## src/rtl/fpga_link_burst_sender_if.sv

```systemverilog
// Link bundle between the burst sender, its upstream word source and FPGA 2.
// master: the sender itself. slave: the environment (process + remote FPGA).
interface fpga_link_burst_sender_if #(
    parameter int DATA_W = 32,
    parameter int CNT_W  = 10
);
    logic              start;
    logic [CNT_W-1:0]  send_count;
    logic [DATA_W-1:0] data_in;
    logic              data_pop;
    logic              rewind;
    logic              rdy_in;
    logic              ack_in;
    logic [DATA_W-1:0] data_out;
    logic              valid_out;
    logic              csum_out;
    logic              req_out;
    logic              send_done;
    logic              done;
    logic              error;

    modport master (
        input  start, send_count, data_in, rdy_in, ack_in,
        output data_pop, rewind, data_out, valid_out, csum_out, req_out,
               send_done, done, error
    );

    modport slave (
        output start, send_count, data_in, rdy_in, ack_in,
        input  data_pop, rewind, data_out, valid_out, csum_out, req_out,
               send_done, done, error
    );
endinterface

```

## src/rtl/fpga_link_burst_sender.sv

```systemverilog
// FPGA-to-FPGA burst transmitter: pops a burst from the local process, streams
// it over the req/rdy/ack link, stretches send_done and waits for ack.
// Handshake timeouts trigger a bounded number of rewinds/replays, then error.
// Optional feature macro LINK_CHECKSUM_EN: appends one XOR checksum beat
// (csum_out=1) after the last data word of every attempt.
module fpga_link_burst_sender #(
    parameter int DATA_W       = 32,
    parameter int CNT_W        = 10,
    parameter int DONE_STRETCH = 3,
    parameter int TIMEOUT      = 1023,
    parameter int MAX_RETRY    = 3
) (
    input logic                      clk,
    input logic                      rst,
    fpga_link_burst_sender_if.master bus
);
    localparam int TMR_W = $clog2(TIMEOUT + 1);
    localparam int SD_W  = $clog2(DONE_STRETCH + 1);
    localparam int RTY_W = (MAX_RETRY > 0) ? $clog2(MAX_RETRY + 1) : 1;

    typedef enum logic [2:0] {
        IDLE       = 3'd0,
        WAIT_READY = 3'd1,
        SEND       = 3'd2,
        WAIT_ACK   = 3'd3,
        RESEND     = 3'd4
`ifdef LINK_CHECKSUM_EN
        , CSUM     = 3'd5
`endif
    } state_t;

    state_t            state, state_n;
    logic [TMR_W-1:0]  timer;
    logic [CNT_W-1:0]  len, remaining;
    logic [RTY_W-1:0]  retry;
    logic [SD_W-1:0]   sd_cnt;
    logic [DATA_W-1:0] data_q;
    logic              valid_q, req_q, done_q, error_q, rewind_q;

    logic pop, done_n, error_n, rewind_n, burst_end;
    logic tmo, wait_st, req_n, accept;

    assign tmo     = (timer == TMR_W'(TIMEOUT));
    assign wait_st = (state == WAIT_READY) || (state == WAIT_ACK);
    assign req_n   = (state_n != IDLE) && (state_n != RESEND);
    assign accept  = (state == IDLE) && bus.start;

    // Next state, upstream pop and the pulse outputs for the next cycle.
    always_comb begin
        state_n   = state;
        pop       = 1'b0;
        done_n    = 1'b0;
        error_n   = 1'b0;
        rewind_n  = 1'b0;
        burst_end = 1'b0;
        case (state)
            IDLE: begin
                if (bus.start) begin
                    if (bus.send_count == '0) done_n  = 1'b1;
                    else                      state_n = WAIT_READY;
                end
            end
            WAIT_READY: begin
                if (bus.rdy_in)  state_n = SEND;
                else if (tmo)    state_n = RESEND;
            end
            SEND: begin
                pop = bus.rdy_in && (remaining != '0);
                if ((remaining == '0) || (pop && remaining == CNT_W'(1))) begin
`ifdef LINK_CHECKSUM_EN
                    state_n   = CSUM;
`else
                    state_n   = WAIT_ACK;
                    burst_end = 1'b1;
`endif
                end
            end
`ifdef LINK_CHECKSUM_EN
            CSUM: begin
                if (bus.rdy_in) begin
                    state_n   = WAIT_ACK;
                    burst_end = 1'b1;
                end
            end
`endif
            WAIT_ACK: begin
                // ack wins over a simultaneous rdy drop
                if (bus.ack_in) begin
                    state_n = IDLE;
                    done_n  = 1'b1;
                end else if (!bus.rdy_in || tmo) begin
                    state_n = RESEND;
                end
            end
            RESEND: begin
                if (retry == RTY_W'(MAX_RETRY)) begin
                    state_n = IDLE;
                    error_n = 1'b1;
                end else begin
                    state_n  = WAIT_READY;
                    rewind_n = 1'b1;
                end
            end
            default: state_n = IDLE;
        endcase
    end

`ifdef LINK_CHECKSUM_EN
    logic [DATA_W-1:0] acc;
    logic              csum_q;
    logic              csum_go;

    assign csum_go = (state == CSUM) && bus.rdy_in;

    // Running XOR of the words of the current attempt; restarts on replay.
    always_ff @(posedge clk) begin
        if (rst) begin
            acc    <= '0;
            csum_q <= 1'b0;
        end else begin
            csum_q <= csum_go;
            if (accept || rewind_n) acc <= '0;
            else if (pop)           acc <= acc ^ bus.data_in;
        end
    end

    assign bus.csum_out = csum_q;
`else
    assign bus.csum_out = 1'b0;
`endif

    // State, counters and registered link outputs.
    always_ff @(posedge clk) begin
        if (rst) begin
            state     <= IDLE;
            timer     <= '0;
            len       <= '0;
            remaining <= '0;
            retry     <= '0;
            sd_cnt    <= '0;
            data_q    <= '0;
            valid_q   <= 1'b0;
            req_q     <= 1'b0;
            done_q    <= 1'b0;
            error_q   <= 1'b0;
            rewind_q  <= 1'b0;
        end else begin
            state    <= state_n;
            req_q    <= req_n;
            done_q   <= done_n;
            error_q  <= error_n;
            rewind_q <= rewind_n;
`ifdef LINK_CHECKSUM_EN
            valid_q  <= pop || csum_go;
            if (csum_go) data_q <= acc;
`else
            valid_q  <= pop;
`endif
            if (pop) begin
                data_q    <= bus.data_in;
                remaining <= remaining - 1'b1;
            end
            if (accept) begin
                len       <= bus.send_count;
                remaining <= bus.send_count;
                retry     <= '0;
            end
            if (rewind_n) begin
                retry     <= retry + 1'b1;
                remaining <= len;
            end
            // handshake timer: only runs in the two wait states, saturates
            if (state_n != state)  timer <= '0;
            else if (wait_st && !tmo) timer <= timer + 1'b1;
            // send_done stretch counter, dropped whenever WAIT_ACK is left
            if (burst_end)               sd_cnt <= SD_W'(DONE_STRETCH);
            else if (state_n != WAIT_ACK) sd_cnt <= '0;
            else if (sd_cnt != '0)       sd_cnt <= sd_cnt - 1'b1;
        end
    end

    assign bus.data_pop  = pop;
    assign bus.rewind    = rewind_q;
    assign bus.data_out  = data_q;
    assign bus.valid_out = valid_q;
    assign bus.req_out   = req_q;
    assign bus.done      = done_q;
    assign bus.error     = error_q;
    // ack (or reset) kills the stretched end-of-burst flag in the same cycle
    assign bus.send_done = (sd_cnt != '0) && !bus.ack_in && !rst;
endmodule

```

## src/flat_wrapper.sv

```systemverilog
// flat-port wrapper written by rule: the top's interface ports become plain ports
module fpga_link_burst_sender_flat 
#(
    parameter int DATA_W       = 32,
    parameter int CNT_W        = 10,
    parameter int DONE_STRETCH = 3,
    parameter int TIMEOUT      = 1023,
    parameter int MAX_RETRY    = 3
)
  (clk, rst, bus_start, bus_send_count, bus_data_in, bus_rdy_in, bus_ack_in, bus_data_pop, bus_rewind, bus_data_out, bus_valid_out, bus_csum_out, bus_req_out, bus_send_done, bus_done, bus_error);
  fpga_link_burst_sender_if #(.DATA_W(DATA_W), .CNT_W(CNT_W)) bus_i ();
  input logic clk;
  input logic rst;
  input wire logic [$bits(bus_i.start)-1:0] bus_start;
  input wire logic [$bits(bus_i.send_count)-1:0] bus_send_count;
  input wire logic [$bits(bus_i.data_in)-1:0] bus_data_in;
  input wire logic [$bits(bus_i.rdy_in)-1:0] bus_rdy_in;
  input wire logic [$bits(bus_i.ack_in)-1:0] bus_ack_in;
  output wire logic [$bits(bus_i.data_pop)-1:0] bus_data_pop;
  output wire logic [$bits(bus_i.rewind)-1:0] bus_rewind;
  output wire logic [$bits(bus_i.data_out)-1:0] bus_data_out;
  output wire logic [$bits(bus_i.valid_out)-1:0] bus_valid_out;
  output wire logic [$bits(bus_i.csum_out)-1:0] bus_csum_out;
  output wire logic [$bits(bus_i.req_out)-1:0] bus_req_out;
  output wire logic [$bits(bus_i.send_done)-1:0] bus_send_done;
  output wire logic [$bits(bus_i.done)-1:0] bus_done;
  output wire logic [$bits(bus_i.error)-1:0] bus_error;
  assign bus_i.start = bus_start;
  assign bus_i.send_count = bus_send_count;
  assign bus_i.data_in = bus_data_in;
  assign bus_i.rdy_in = bus_rdy_in;
  assign bus_i.ack_in = bus_ack_in;
  assign bus_data_pop = bus_i.data_pop;
  assign bus_rewind = bus_i.rewind;
  assign bus_data_out = bus_i.data_out;
  assign bus_valid_out = bus_i.valid_out;
  assign bus_csum_out = bus_i.csum_out;
  assign bus_req_out = bus_i.req_out;
  assign bus_send_done = bus_i.send_done;
  assign bus_done = bus_i.done;
  assign bus_error = bus_i.error;
  fpga_link_burst_sender #(.DATA_W(DATA_W), .CNT_W(CNT_W), .DONE_STRETCH(DONE_STRETCH), .TIMEOUT(TIMEOUT), .MAX_RETRY(MAX_RETRY)) u_core (.clk(clk), .rst(rst), .bus(bus_i));
endmodule
```

## config.mk

```make
export PLATFORM = sky130hd
export DESIGN_NAME = fpga_link_burst_sender_flat
export DESIGN_NICKNAME = d
export VERILOG_FILES = /design/src/rtl/fpga_link_burst_sender_if.sv /design/src/rtl/fpga_link_burst_sender.sv /design/src/flat_wrapper.sv
export SDC_FILE = /design/constraint.sdc
export NUM_CORES = 1
export LEC_CHECK = 0
export CAP_MARGIN = 30
export CORE_MARGIN = 1
export CORE_UTILIZATION = 52
export DETAILED_ROUTE_END_ITERATION = 16
export PLACE_DENSITY_LB_ADDON = 0.1
export SETUP_SLACK_MARGIN = 0.15
export SLEW_MARGIN = 20
export SYNTH_ARGS = -nofsm -noshare
export SYNTH_HDL_FRONTEND = slang
export SYNTH_SLANG_ARGS = --single-unit
```

## constraint.sdc

```tcl
create_clock -name clk -period 4.48 [get_ports clk]
set_clock_uncertainty 0.2 [all_clocks]
set_input_delay 0.896 -clock clk [delete_from_list [all_inputs] [get_ports clk]]
set_output_delay 0.896 -clock clk [all_outputs]
set_load 0.005 [all_outputs]
```

======== Yosys cells after proc, flatten, opt, wreduce, memory -nomap -nowiden ========
Index checks and enable logic that the tools add are counted.
word-level totals
  output and inout bits ................... 40
  bits in registers ....................... 74
  input port bits ......................... 47
  logic and storage cells ................. 79
operators by class
  reduce and logical (&&, ||, !) cells .... 25
  bitwise gates (word level) .............. 1
  add/subtract/negate cells ............... 4
  equal/unequal tests ..................... 10
  muxes and demuxes ....................... 27
operator list
  kind                                                    number
  two-way mux 10 bit                                      3
  two-way mux 3 bit                                       7
  zero test 10 bit                                        2
  case mux 3 bit (5 select lines)                         1
  adder 10 x 1 -> 10 bit (second input constant)          1
  == test 10 x 1 -> 1 bit (second input constant)         1
  == test 10 bit (second input constant)                  1
  two-way mux 1 bit                                       10
  two-way mux 2 bit                                       5
  nonzero test 10 bit                                     1
  subtractor 10 x 1 -> 10 bit (second input constant)     1
  nonzero test 3 bit                                      3
  logical AND 1 bit                                       7
  == test 3 x 2 -> 1 bit (second input constant)          2
  zero test 1 bit                                         4
  nonzero test 2 bit                                      2
  OR reduction 2 bit                                      2
  == test 3 x 1 -> 1 bit (second input constant)          1
  == test 3 bit (second input constant)                   1
  zero test 3 bit                                         1
  logical OR 1 bit                                        3
  inequality test 3 x 2 -> 1 bit (second input constant)  1
  inequality test 3 bit                                   1
  inequality test 3 bit (second input constant)           1
  5 further kinds                                         5

======== Logic depth before layout (Yosys ltp) ========
  depth after elaboration ................. 9
  gate-level depth with buffers ........... 8
  gate-level depth less buffers ........... 8

======== Least setup slack after synthesis ========
OpenSTA, ideal clock, no wires.
  kind .................................... reg2out
  start ................................... register u_core.remaining[0]
  end ..................................... output port bus_data_pop
  arrival ................................. 1,854 ps
  cell stages (with the launch flop) ...... 7
  data required time ...................... 3,384 ps
  path buffers ............................ 1
  setup slack ............................. 1,530 ps
  path through ............................ dfxtp_1 inv_1 ha_1 or4b_4 o311ai_4 inv_2 clkbuf_1
on the way
  cells in the longest elaborated chain, start to end .. 3
ends and longest elaborated chain
  item                    RTL line                       text
  start, declared         fpga_link_burst_sender.sv:34   logic [CNT_W-1:0] len, remaining;
  start signal, assigned  fpga_link_burst_sender.sv:161  remaining <= remaining - 1'b1;
  start signal, assigned  fpga_link_burst_sender.sv:165  remaining <= bus.send_count;
  start signal, assigned  fpga_link_burst_sender.sv:170  remaining <= len;
  nonzero test 10 bit     fpga_link_burst_sender.sv:68   pop = bus.rdy_in && (remaining != '0);
  logical AND 1 bit       fpga_link_burst_sender.sv:68
  two-way mux 1 bit       fpga_link_burst_sender.sv:56   case (state)
  end, declared           flat_wrapper.sv:19             output wire logic [$bits(bus_i.data_pop)-1:0] bus_data_pop;
No other way between the ends.

======== Worst setup path in the final report ========
Ends and elaborated chain as after synthesis.

==> impl_metrics.toml <==
[outcome]
outcome = "complete, no violations"

[die]
die_width_um = 80.7
initial_core_util_pct = 54.1
dieArea_um2 = 6510
row_count = 28
core-area_um2 = 5960
io_pins = 87
die_h_um = 80.7

[finish]
fillers = 515
area_growth_syn_to_layout_pct = 32.8
layout-drive-gt1-share_pct = 7.01
antenna_cells = 0
layout_common_cells = "105 x nand2_1, 84 x clkdlybuf4s50_1, 74 x dfxtp_1"
final_common_cell = "nand2_1"
nNetsFinal = 532
seqCellArea_um2 = 1480
multi_input_area_um2 = 1620

[cts]
path_clk_slew_ns = 0.08
clock_sinks = 74
cts_buffers = 9
cts_root_buffer = "clkbuf_8"
cts_tree = "done"
cts_htree_levels = 3
cts_resized = 0
clkLatencyLatePin_ns = 0.34
post_cts_buffers = 0
cts_buffer_depth = 2
hold_buffers = 0

[sta]
finalSetupViolations = 0
fin_crit_ns = 3.50
fin_crit_sh_pct = 78.2
fin_setup_tns_ns = 0
worst_pin_slew_ns = 0.961
slew_viol_final = 0
hold_viol = 0
max_slew_margin_pct = 35.8
max_freq_mhz = 286
rsz0062_at_grt = "false"
timing.hold.ws_ns = 0.256

[worst_setup_path]
rr_worst_depth = 7
critPathCaptureType = "primary output"
cp-start-kind = "register"
r2r_slack_ns = 1.72
worstReg2RegEnd = "u_core.remaining[8]"
cp_max_fo = 5
worst_ep_arrival_time_ns = 2.41
critical_path_class = "reg -> out"
reg2reg_from = "u_core.remaining[0]"
required_ns = 3.38

[min_path]
min-delay-start = "u_core.bus.data_out[28]"
min_path_cells = 2
worstHoldEndpoint = "u_core.bus.data_out[28]"
hp-class = "reg -> reg"

[pwr]
power_leakage_nw = 1.50
power.density_nw_per_um2 = 331
ir_drop_v = 0.000214
power_mw = 1.42

[place]
hpwl_um = 4950
io_buffers = 85
finalWeightedCongestion = 0.823

[detailed_routing]
wirelength_met1_um = 3400
drc = 0
totalWireLength_um = 7430
viasPerCell = 5.27
wl_met3_um = 339
drt-initial-drc-count = 121
dr_wl_met2_um = 3630
routedWlPerCell_um = 13.3
vias = 2949
dr.pass1.iters = 4
antenna_left = 0
maxUsedRoutingLayer = "met4"

[synth]
synth_area_um2 = 3220
synth_edf_count = 0
ys_warn_count = 0
ys_seq_elements = 74
avgSynthCellArea_um2 = 7.99
ys_async_sr_fraction_pct = 0
synthFlopType = "dfxtp_1"
netlist_instances = 403
synth_nets = 455
synth_cell_types = 52
yosysSeqAreaShare_pct = 46.0

[global_routing]
grt_max_degree = 64
grt_usage_pct = 23.3
grt_pass1_wl_um = 11700
grt_remaining_overflow = 0
antenna_found_initial = 0
grt_pass1_vias = 2609

[job]
maxCapViolCount = 0
## per-stage QoR
stage | worst slack, ns | cells | util (%) | cell area, um2
floorplan | 1.53 | 403 | - | 3220
global placement | 1.10 | 544 | 68.9 | 4110
detailed placement | 1.09 | 544 | 68.9 | 4110
CTS | 0.974 | 560 | 71.8 | 4280
global route | 0.871 | 560 | 71.8 | 4280
finish | 0.978 | 560 | 71.8 | 4280
## final cells by class
class                           instances  share of cell area, %
Clock buffer                           11                   3.31
Clock inverter                          5                  0.702
Inverter                                7                  0.614
Multi-Input combinational cell        298                   37.9
Sequential cell                        74                   34.6
Tap cell                               75                   2.19
Timing Repair Buffer                   90                   20.7
## cell usage after synthesis, types with 5 or more instances
master | number | area, um2
a21oi_1 | 49 | 245
nand2_1 | 105 | 394
xnor2_1 | 7 | 61.3
o21ai_0 | 7 | 35.0
ha_1 | 5 | 62.6
clkbuf_1 | 19 | 71.3
nor2_1 | 45 | 169
dfxtp_1 | 74 | 1480
nor3_1 | 6 | 30.0
inv_1 | 6 | 22.5
xor2_1 | 7 | 61.3
## worst max-delay path, cell delays in order (launching register included)
cell	delay (ns)
dfxtp_1	0.36
inv_1	0.11
ha_1	0.24
or4b_4	0.53
o311ai_4	0.30
inv_2	0.06
clkdlybuf4s50_1	0.46
## how the worst max path moves through the flow
| stage | from | to | slack [ns] |
|---|---|---|---|
| final | u_core.remaining[0] | bus_data_pop | 0.98 |
| after global routing | u_core.remaining[0] | bus_data_pop | 0.87 |
| after CTS | u_core.remaining[0] | bus_data_pop | 0.97 |
| after detailed placement | bus_rdy_in | bus_data_pop | 1.09 |
| after global placement | bus_rdy_in | bus_data_pop | 1.10 |
| after floorplan | u_core.remaining[0] | bus_data_pop | 1.53 |
## kinds of logic after synthesis
kind of cell	after synthesis	share of synthesized area, %
buffers and inverters	31	3.89
muxes	5	1.63
xor gates and xnor gates	14	3.81
and+or+nand+nor	190	26.7
adders and majority gates	5	1.94
DFF	74	46.0
AOI/OAI and AO/OA	83	15.9
other	1	0.116
## report_power, final
part           internal [mW]  leakage, nW  switching (mW)
registers              0.688        0.601          0.0315
logic                  0.121        0.814           0.120
clock network          0.213       0.0851           0.243
total                   1.02         1.50           0.394
## sequential cells by signal, summed over array words and instances (netlist names), 2 cells and up
signal               flops
u_core.len              10
u_core.state             3
u_core.remaining        10
u_core.timer            10
u_core.bus.data_out     32
u_core.sd_cnt            2
u_core.retry             2
## metal layers
metal  up-vias  global-route usage, %
met3         6                   6.02
met1      1348                   28.6
li1       1532                      -
met2        63                   39.3
met4         0                   8.57
met5         -                      0
(Power assumes the default switching activity.)
